[src/rtl/pulse_spacer.sv]
// pulse_spacer: queues single-cycle event pulses and re-emits them one at a
// time. Successive out_pulse rising edges are at least GAP clocks apart, so a
// downstream toggle synchronizer never merges two events.
//
// Ports:
//   clk        single clock, all logic on posedge
//   rst        synchronous reset, active-high, highest priority
//   in_pulse   event strobe, one event per high cycle
//   clr_ovf    clears the sticky overflow flag
//   out_pulse  spaced one-cycle event strobe (registered)
//   pending    accepted events not yet emitted (registered)
//   busy       high while holding off or backlog non-zero (registered)
//   overflow   sticky, set when an event is dropped (registered)
module pulse_spacer #(
  parameter int unsigned CNT_W = 4,
  parameter int unsigned GAP   = 4
) (
  input  logic             clk,
  input  logic             rst,
  input  logic             in_pulse,
  input  logic             clr_ovf,
  output logic             out_pulse,
  output logic [CNT_W-1:0] pending,
  output logic             busy,
  output logic             overflow
);

  localparam int unsigned      GAP_W    = 8;
  localparam logic [GAP_W-1:0] GAP_LOAD = GAP_W'(GAP - 1);
  localparam logic [CNT_W-1:0] CNT_MAX  = '1;

  typedef enum logic {
    READY = 1'b0,
    HOLD  = 1'b1
  } state_t;

  state_t           state, state_next;
  logic [GAP_W-1:0] gap_cnt, gap_next;
  logic [CNT_W-1:0] pending_next;
  logic             out_next;
  logic             busy_next;
  logic             ovf_next;
  logic             emit;

  // State and registered outputs
  always_ff @(posedge clk) begin
    if (rst) begin
      state     <= READY;
      gap_cnt   <= '0;
      out_pulse <= 1'b0;
      pending   <= '0;
      busy      <= 1'b0;
      overflow  <= 1'b0;
    end else begin
      state     <= state_next;
      gap_cnt   <= gap_next;
      out_pulse <= out_next;
      pending   <= pending_next;
      busy      <= busy_next;
      overflow  <= ovf_next;
    end
  end

  // Next-state, spacing counter, backlog and overflow
  always_comb begin
    state_next   = state;
    gap_next     = gap_cnt;
    out_next     = 1'b0;
    pending_next = pending;
    ovf_next     = overflow & ~clr_ovf;
    emit         = 1'b0;

    case (state)
      READY: begin
        // An idle spacer forwards a fresh event immediately (bypass)
        emit = in_pulse | (pending != '0);
        if (emit) begin
          out_next   = 1'b1;
          gap_next   = GAP_LOAD;
          state_next = HOLD;
        end
      end
      HOLD: begin
        if (gap_cnt == GAP_W'(1)) begin
          state_next = READY;
          gap_next   = '0;
        end else begin
          gap_next = gap_cnt - GAP_W'(1);
        end
      end
      default: state_next = READY;
    endcase

    // Arrival and emission in one cycle cancel, even when the backlog is full
    if (in_pulse && !emit) begin
      if (pending == CNT_MAX) begin
        ovf_next = 1'b1;
      end else begin
        pending_next = pending + CNT_W'(1);
      end
    end else if (!in_pulse && emit) begin
      pending_next = pending - CNT_W'(1);
    end

    // Registered equivalent of (state==HOLD) | (pending!=0)
    busy_next = (state_next == HOLD) | (pending_next != '0);
  end

endmodule

[config.mk]
export PLATFORM = sky130hd
export DESIGN_NAME = pulse_spacer
export DESIGN_NICKNAME = d
export VERILOG_FILES = /design/src/rtl/pulse_spacer.sv
export SDC_FILE = /design/constraint.sdc
export NUM_CORES = 1
export LEC_CHECK = 0
export CORE_AREA = 2 2 48 50
export CTS_CLUSTER_DIAMETER = 120
export DETAILED_ROUTE_END_ITERATION = 6
export DIE_AREA = 0 0 50 52
export HOLD_SLACK_MARGIN = 0.15
export PLACE_DENSITY = 0.71
export SLEW_MARGIN = 40
export SYNTH_ARGS = -nofsm -noshare
export SYNTH_HDL_FRONTEND = slang
export SYNTH_SLANG_ARGS = --single-unit
[constraint.sdc]
create_clock -name clk -period 1.81 [get_ports clk]
set_input_delay 0.2715 -clock clk [delete_from_list [all_inputs] [get_ports clk]]
set_output_delay 0.2715 -clock clk [all_outputs]
set_load 0.02 [all_outputs]
==> results of run 1 <==
-- worst max-delay path, cell delays in order (launching register included) --
cell and delay (ns):
dfxtp_2 0.34, inv_2 0.07, ha_4 0.11, or4b_4 0.50, o41ai_4 0.34, buf_4 0.18
o21ai_1 0.05, nand2_1 0.08, a21oi_2 0.05
-- power breakdown --
group | internal, W | total [W] | switching [W]
Combinational | 0.000652 | 0.00122 | 0.000569
Clock | 0.000123 | 0.000235 | 0.000112
Sequential | 0.000450 | 0.000561 | 0.000111
-- flip-flops by register name (all words and copies together), names as in the netlist --
| signal | flops |
|---|---|
| out_pulse | 1 |
| gap_cnt | 8 |
| state | 1 |
| pending | 4 |
| overflow | 1 |
| busy | 1 |
-- area by class of cell --
type / count / share of cell area
clock buffers: 4 / 0.02821
well taps: 28 / 0.02724
flip-flops and latches: 16 / 0.2510
repair buffers: 35 / 0.2237
inverters: 7 / 0.02043
multi-input cells: 81 / 0.4494
-- logic make-up after synthesis --
family / share of synthesized area
AO/OA/AOI/OAI: 0.2417
XOR/XNOR: 0.009724
adder cells (fa/ha/maj): 0.06944
buffers and inverters: 0.04722
flip-flops: 0.3556
multiplexers: 0.02500
AND/OR/NAND/NOR: 0.2514
-- cells in the mapped netlist --
cell       instances  share of area
o21ai_0            8          0.044
nand3_1            2          0.011
a221oi_1           1         0.0097
and3_1             1         0.0069
nor4_1             2          0.014
a211oi_1           2          0.017
clkbuf_1           3          0.012
or4b_4             1          0.015
a41oi_1            1         0.0097
a31oi_1            1         0.0069
nor4_2             1          0.014
nand4_1            2          0.014
buf_2              1         0.0056
nor2_1            17          0.071
a32oi_1            1         0.0097
or3b_2             1         0.0097
o31ai_1            1         0.0083
dfxtp_1           16           0.36
o41ai_4            1          0.031
nor3_1             4          0.022
inv_1              7          0.029
a311oi_1           2          0.019
nand2b_1           1         0.0069
a22o_1             1         0.0097
nor2b_1            3          0.021
nor3b_1            2          0.017
ha_1               5          0.069
nand2_1            7          0.029
mux4_2             1          0.025
o2111ai_1          1         0.0097
o2bb2ai_1          2          0.019
a21oi_1            7          0.039
a22oi_1            1         0.0083
xnor2_1            1         0.0097
-- repair_timing --
action                     in CTS  in global routing
resized for setup               7                  7
pin swaps                       2                  5
setup endpoints to repair       4                 11
buffers inserted                5                  1
-- routing by layer --
metal	share of wire	wire, um	global-route usage
met5	0	0	0
met4	0.0098	21	0.06019
met3	0.039	83	0.06034
met2	0.45	968	0.2785
met1	0.50	1063	0.2420
-- worst min-delay path by stage --
stage                                    endpoint                     from  cells after the start
after global routing      gap_cnt[7]$_SDFFE_PP0P_  gap_cnt[7]$_SDFFE_PP0P_                      2
after floorplan             pending[0]$_SDFF_PP0_                      rst                      1
after global placement    gap_cnt[7]$_SDFFE_PP0P_  gap_cnt[7]$_SDFFE_PP0P_                      2
final                         overflow$_SDFF_PP0_      overflow$_SDFF_PP0_                      2
after detailed placement      overflow$_SDFF_PP0_      overflow$_SDFF_PP0_                      2
after CTS                 gap_cnt[7]$_SDFFE_PP0P_  gap_cnt[7]$_SDFFE_PP0P_                      2
-- through the flow --
stage	cells	total power (W)
6_report	171	0.002016
5_1_grt	171	0.002187
4_1_cts	170	0.001969
3_5_place_dp	161	0.001647
3_3_place_gp	161	0.001625
2_1_floorplan	108	0.001173
==> reports/metrics.cfg, run 1 <==
[worst_setup_path]
critPathMaxFanout = 5
worstSetupPathType = register to register
crit_path_end_kind = register
worst_ep_required_time_ns = 1.97
crit_start = gap_cnt[1]$_SDFFE_PP0P_
reg2reg_to = gap_cnt[5]$_SDFFE_PP0P_
worst_setup_path_start_kind = register
reg2reg_setup_slack_ns = -0.06
reg2regPathDepth = 8
r2r-start = gap_cnt[1]$_SDFFE_PP0P_
endpoint = gap_cnt[5]$_SDFFE_PP0P_
cp.arrival_ns = 2.02

[placement]
gp_congestion = 0.8052
io_buffers = 10
place_hpwl_mm = 1.570
place_ws_ns = -0.1103
post_dp_cell_area_um2 = 1167

[power_and_ir_drop]
ir_drop_mv = 0.9164
powerDensity_nw_per_um2 = 1568
leakagePower_nw = 0.5169

[detailed_routing]
wl_per_cell_um = 12.49
wirelength_mm = 2.136
drcViolationCount = 0
drt-initial-drc-count = 14
drtAntennaViolNets = 0
vias_per_cell = 5.327
vias = 911
first_pass_iters = 4

[yosys]
yosysWarnings = 0
syn_nets = 117
synth.ff_latch_count = 16
syn_area_um2 = 900.9
syn_area_per_cell_um2 = 8.341
synthCells = 108
ys_types = 34
synth.yosys.seq_area_share = 0.3556

[global_route]
grtUsageTotal = 0.1829
gr-total-overflow = 0
grt_pass1_wl_mm = 3.532
antenna_found_initial = 0
grt_max_degree = 17
grt_pass1_vias = 792

[hold_path]
hold_path.class = register to register

[job]
maxCapViolCount = 0

[timing]
whs_ns = 0.5014
maxSlewHeadroom = 0.5773
fin_crit_ns = 1.867
finClkSkew_ns = 0.002901
fin_crit_sh = 1.031
setup_violations = 5
worst_pin_slew_ns = 0.6320
clock.fmax_mhz = 535.6
rsz0062_at_grt = true
hold_violations = 0
fin_ws_ns = -0.05697
finalMaxSlewViolations = 0
final.setup.tns_ns = -0.1772

[cts]
root_buffer = clkbuf_4
cts_sinks = 16
numCtsBuffers = 3
cts.htree.levels = 1
clockBufferDepth = 2
cts-hold-fix-buffers = 0
clk_pin_slew_ns = 0.09
insertion_delay_ns = 0.29
cts_tree = yes

[floorplanning]
core_um2 = 2106
start_util = 0.4278
die_area_um2 = 2600
die_height_um = 52
die_w_um = 50
io_pins = 11
rows = 17

[finish]
fillers = 175
utilization = 0.6108
syn_to_final_growth_pct = 42.78
final_area_um2 = 1286
multiInputGateArea_um2 = 578.1
final_nets = 153
final_common_cell = buf_4
num_antenna_cells = 0
final_cell_mix = buf_4 (25), nor2_1 (16), dfxtp_1 (14)
drive_gt1_frac = 0.3007
seq_area_um2 = 322.8

[run_status]
violations = negative setup slack
outcome = finished, violations left

Power figures use the tool's default switching activity.
==> run 2: changes to the inputs <==
--- a/config.mk
+++ b/config.mk
@@ -10,7 +10,7 @@
 export DETAILED_ROUTE_END_ITERATION = 6
 export DIE_AREA = 0 0 50 52
 export HOLD_SLACK_MARGIN = 0.15
-export PLACE_DENSITY = 0.71
+export PLACE_DENSITY = 0.64
 export SLEW_MARGIN = 40
 export SYNTH_ARGS = -nofsm -noshare
 export SYNTH_HDL_FRONTEND = slang
==> reports/metrics.cfg, run 2 (synthesis gave the netlist of run 1 again) <==
[cts]
postCtsSetupRepairBufs = 0  ; -5
cts.htree.levels = 1  ; unchanged
root_buffer = clkbuf_4
clockBufferDepth = 2  ; unchanged
insertion_delay_ns = 0.29  ; about the same
cts_tree = yes
cts-hold-fix-buffers = 0  ; unchanged
numCtsBuffers = 3  ; unchanged
clk_pin_slew_ns = 0.10  ; about the same
cts_sinks = 16  ; unchanged

[timing]
fin_crit_sh = 1.006  ; -0.02539
maxSlewHeadroom = 0.6056  ; +0.02826
setup_violations = 3  ; -2
worst_pin_slew_ns = 0.5897  ; -0.04225 ns
finClkSkew_ns = 0.008224  ; +0.005323 ns
hold_violations = 0  ; unchanged
clock.fmax_mhz = 549.1  ; +2.5%
fin_crit_ns = 1.821  ; -0.04596 ns
finalMaxSlewViolations = 0  ; unchanged
whs_ns = 0.5081  ; +0.006673 ns
fin_ws_ns = -0.01102  ; +0.04596 ns
final.setup.tns_ns = -0.03071  ; +0.1465 ns
rsz0062_at_grt = true

[floorplanning]
die_height_um = 52  ; unchanged
die_area_um2 = 2600  ; unchanged
io_pins = 11  ; unchanged
core_um2 = 2106  ; unchanged
die_w_um = 50  ; unchanged
start_util = 0.4278  ; unchanged
rows = 17  ; unchanged

[detailed_routing]
vias = 934  ; +2.5%
drcViolationCount = 0  ; unchanged
wl_per_cell_um = 14.15  ; +13%
vias_per_cell = 5.527  ; +3.7%
met1_length_mm = 1.155  ; +8.7%
wirelength_mm = 2.392  ; +12%
drtAntennaViolNets = 0  ; unchanged
routed.top_layer = met4
drt-initial-drc-count = 16  ; +2
wl_met3_um = 65  ; -22%
first_pass_iters = 4  ; unchanged
wl_met2_mm = 1.136  ; +17%

[worst_setup_path]
endpoint = gap_cnt[2]$_SDFFE_PP0P_
crit_start = gap_cnt[1]$_SDFFE_PP0P_
critPathMaxFanout = 5  ; unchanged
crit_path_end_kind = register
reg2regPathDepth = 7  ; -1
reg2reg_to = gap_cnt[2]$_SDFFE_PP0P_
cpPeakStageDelay_ns = 0.50  ; about the same
worstSetupPathType = register to register
r2r-start = gap_cnt[1]$_SDFFE_PP0P_
worst_setup_path_start_kind = register
crit_cells = 7  ; -1
cp.arrival_ns = 1.99  ; -0.03 ns
path_buf_inv = 1  ; -1
slowest_stage = or4b_4
path_cells = inv_2, ha_4, or4b_4, o41ai_4, o21ai_0, a21oi_1, nor2_1
reg2reg_setup_slack_ns = -0.01  ; +0.05 ns
worst_ep_required_time_ns = 1.98  ; about the same
crit_family = compound AO/OA/AOI/OAI gates

[finish]
final_area_um2 = 1292  ; +0.49%
syn_to_final_growth_pct = 43.47
fin_cells = 169  ; -1.2%
final_common_cell = buf_4
drive_gt1_frac = 0.3050  ; +0.004265
num_antenna_cells = 0  ; unchanged
final_nets = 151  ; -1.3%
top_regs = gap_cnt x8, pending x4
final_cell_mix = buf_4 (22), nor2_1 (17), dfxtp_1 (13)
largest_reg_flops = 8  ; unchanged
regMostFlops = gap_cnt

[placement]
place_hpwl_mm = 1.766  ; +12%
post_dp_cell_area_um2 = 1197  ; +2.6%
io_buffers = 10  ; unchanged
placed_cells = 165  ; +2.5%
gp_congestion = 0.9871  ; +23%

[global_route]
grt_pass1_wl_mm = 4.002  ; +13%
gr-total-overflow = 0  ; unchanged
grt_pass1_vias = 913  ; +15%
antenna_found_initial = 0  ; unchanged
grt_max_degree = 17  ; unchanged
grtUsageTotal = 0.1979  ; +0.01502

[hold_path]
hold_path.class = register to register

[power_and_ir_drop]
ir_drop_mv = 1.008  ; +10%
powerDensity_nw_per_um2 = 1575  ; +0.44%
leakagePower_nw = 0.5182  ; +0.26%

[run_status]
outcome = finished, violations left
violations = negative setup slack

[job]
maxCapViolCount = 0  ; unchanged

-- run 2: changes by cell type in the layout (fill, tap and decap cells not counted), sizes merged --
cell | previous run | this run
buf | 25 | 23
-- run 2: final cells by class --
type / instances / area [um^2]
Tap cell: 28 / 35.03
Sequential cell: 16 / 324.1
Fill cell: 204 / 813.3
Inverter: 7 / 26.28
Clock buffer: 4 / 36.28
Multi-Input combinational cell: 81 / 594.3
Timing Repair Buffer: 33 / 276.5
-- run 2: tightest hold or removal path: stages (launching register included) --
cell     delay (ns)
dfxtp_1        0.33
o21ai_0        0.07
a21oi_1        0.06
-- run 2: layer usage --
metal | vias to the layer above | GRT usage
met5 | - | 0
met4 | 0 | 0.06481
met3 | 5 | 0.02586
met2 | 22 | 0.3268
met1 | 440 | 0.2661
li1 | 467 | -
-- run 2: how the worst min path moves through the flow --
stage	endpoint	cells after the start	start	slack [ns]
after floorplan	pending[0]$_SDFF_PP0_	1	rst	0.34
after global placement	gap_cnt[7]$_SDFFE_PP0P_	2	gap_cnt[7]$_SDFFE_PP0P_	0.48
after detailed placement	overflow$_SDFF_PP0_	2	overflow$_SDFF_PP0_	0.48
after CTS	overflow$_SDFF_PP0_	2	overflow$_SDFF_PP0_	0.51
after global routing	gap_cnt[7]$_SDFFE_PP0P_	2	gap_cnt[7]$_SDFFE_PP0P_	0.55
final	gap_cnt[7]$_SDFFE_PP0P_	2	gap_cnt[7]$_SDFFE_PP0P_	0.51
-- run 2: where the power goes --
group | switching [W] | total [W] | internal, W
registers | 0.000114 | 0.000566 | 0.000452
logic | 0.000600 | 0.00122 | 0.000621
clock network | 0.000125 | 0.000247 | 0.000123
-- run 2: metrics by stage --
| step | power (W) | worst slack [ns] | utilization |
|---|---|---|---|
| 2_1_floorplan | 0.001173 | 0.005703 | - |
| 3_3_place_gp | 0.001619 | -0.03787 | 0.5686 |
| 3_5_place_dp | 0.001652 | -0.05898 | 0.5686 |
| 4_1_cts | 0.001920 | -0.02459 | 0.5930 |
| 5_1_grt | 0.002177 | -0.1308 | 0.6138 |
| 6_report | 0.002035 | -0.01102 | 0.6138 |
-- run 2: repair_timing --
action / 4_1_cts / 5_1_grt
gates resized for setup: 6 / 12
setup endpoints to repair: 4 / 12
pin swaps: 0 / 5
endpoints found under the hold margin: 0 / 0
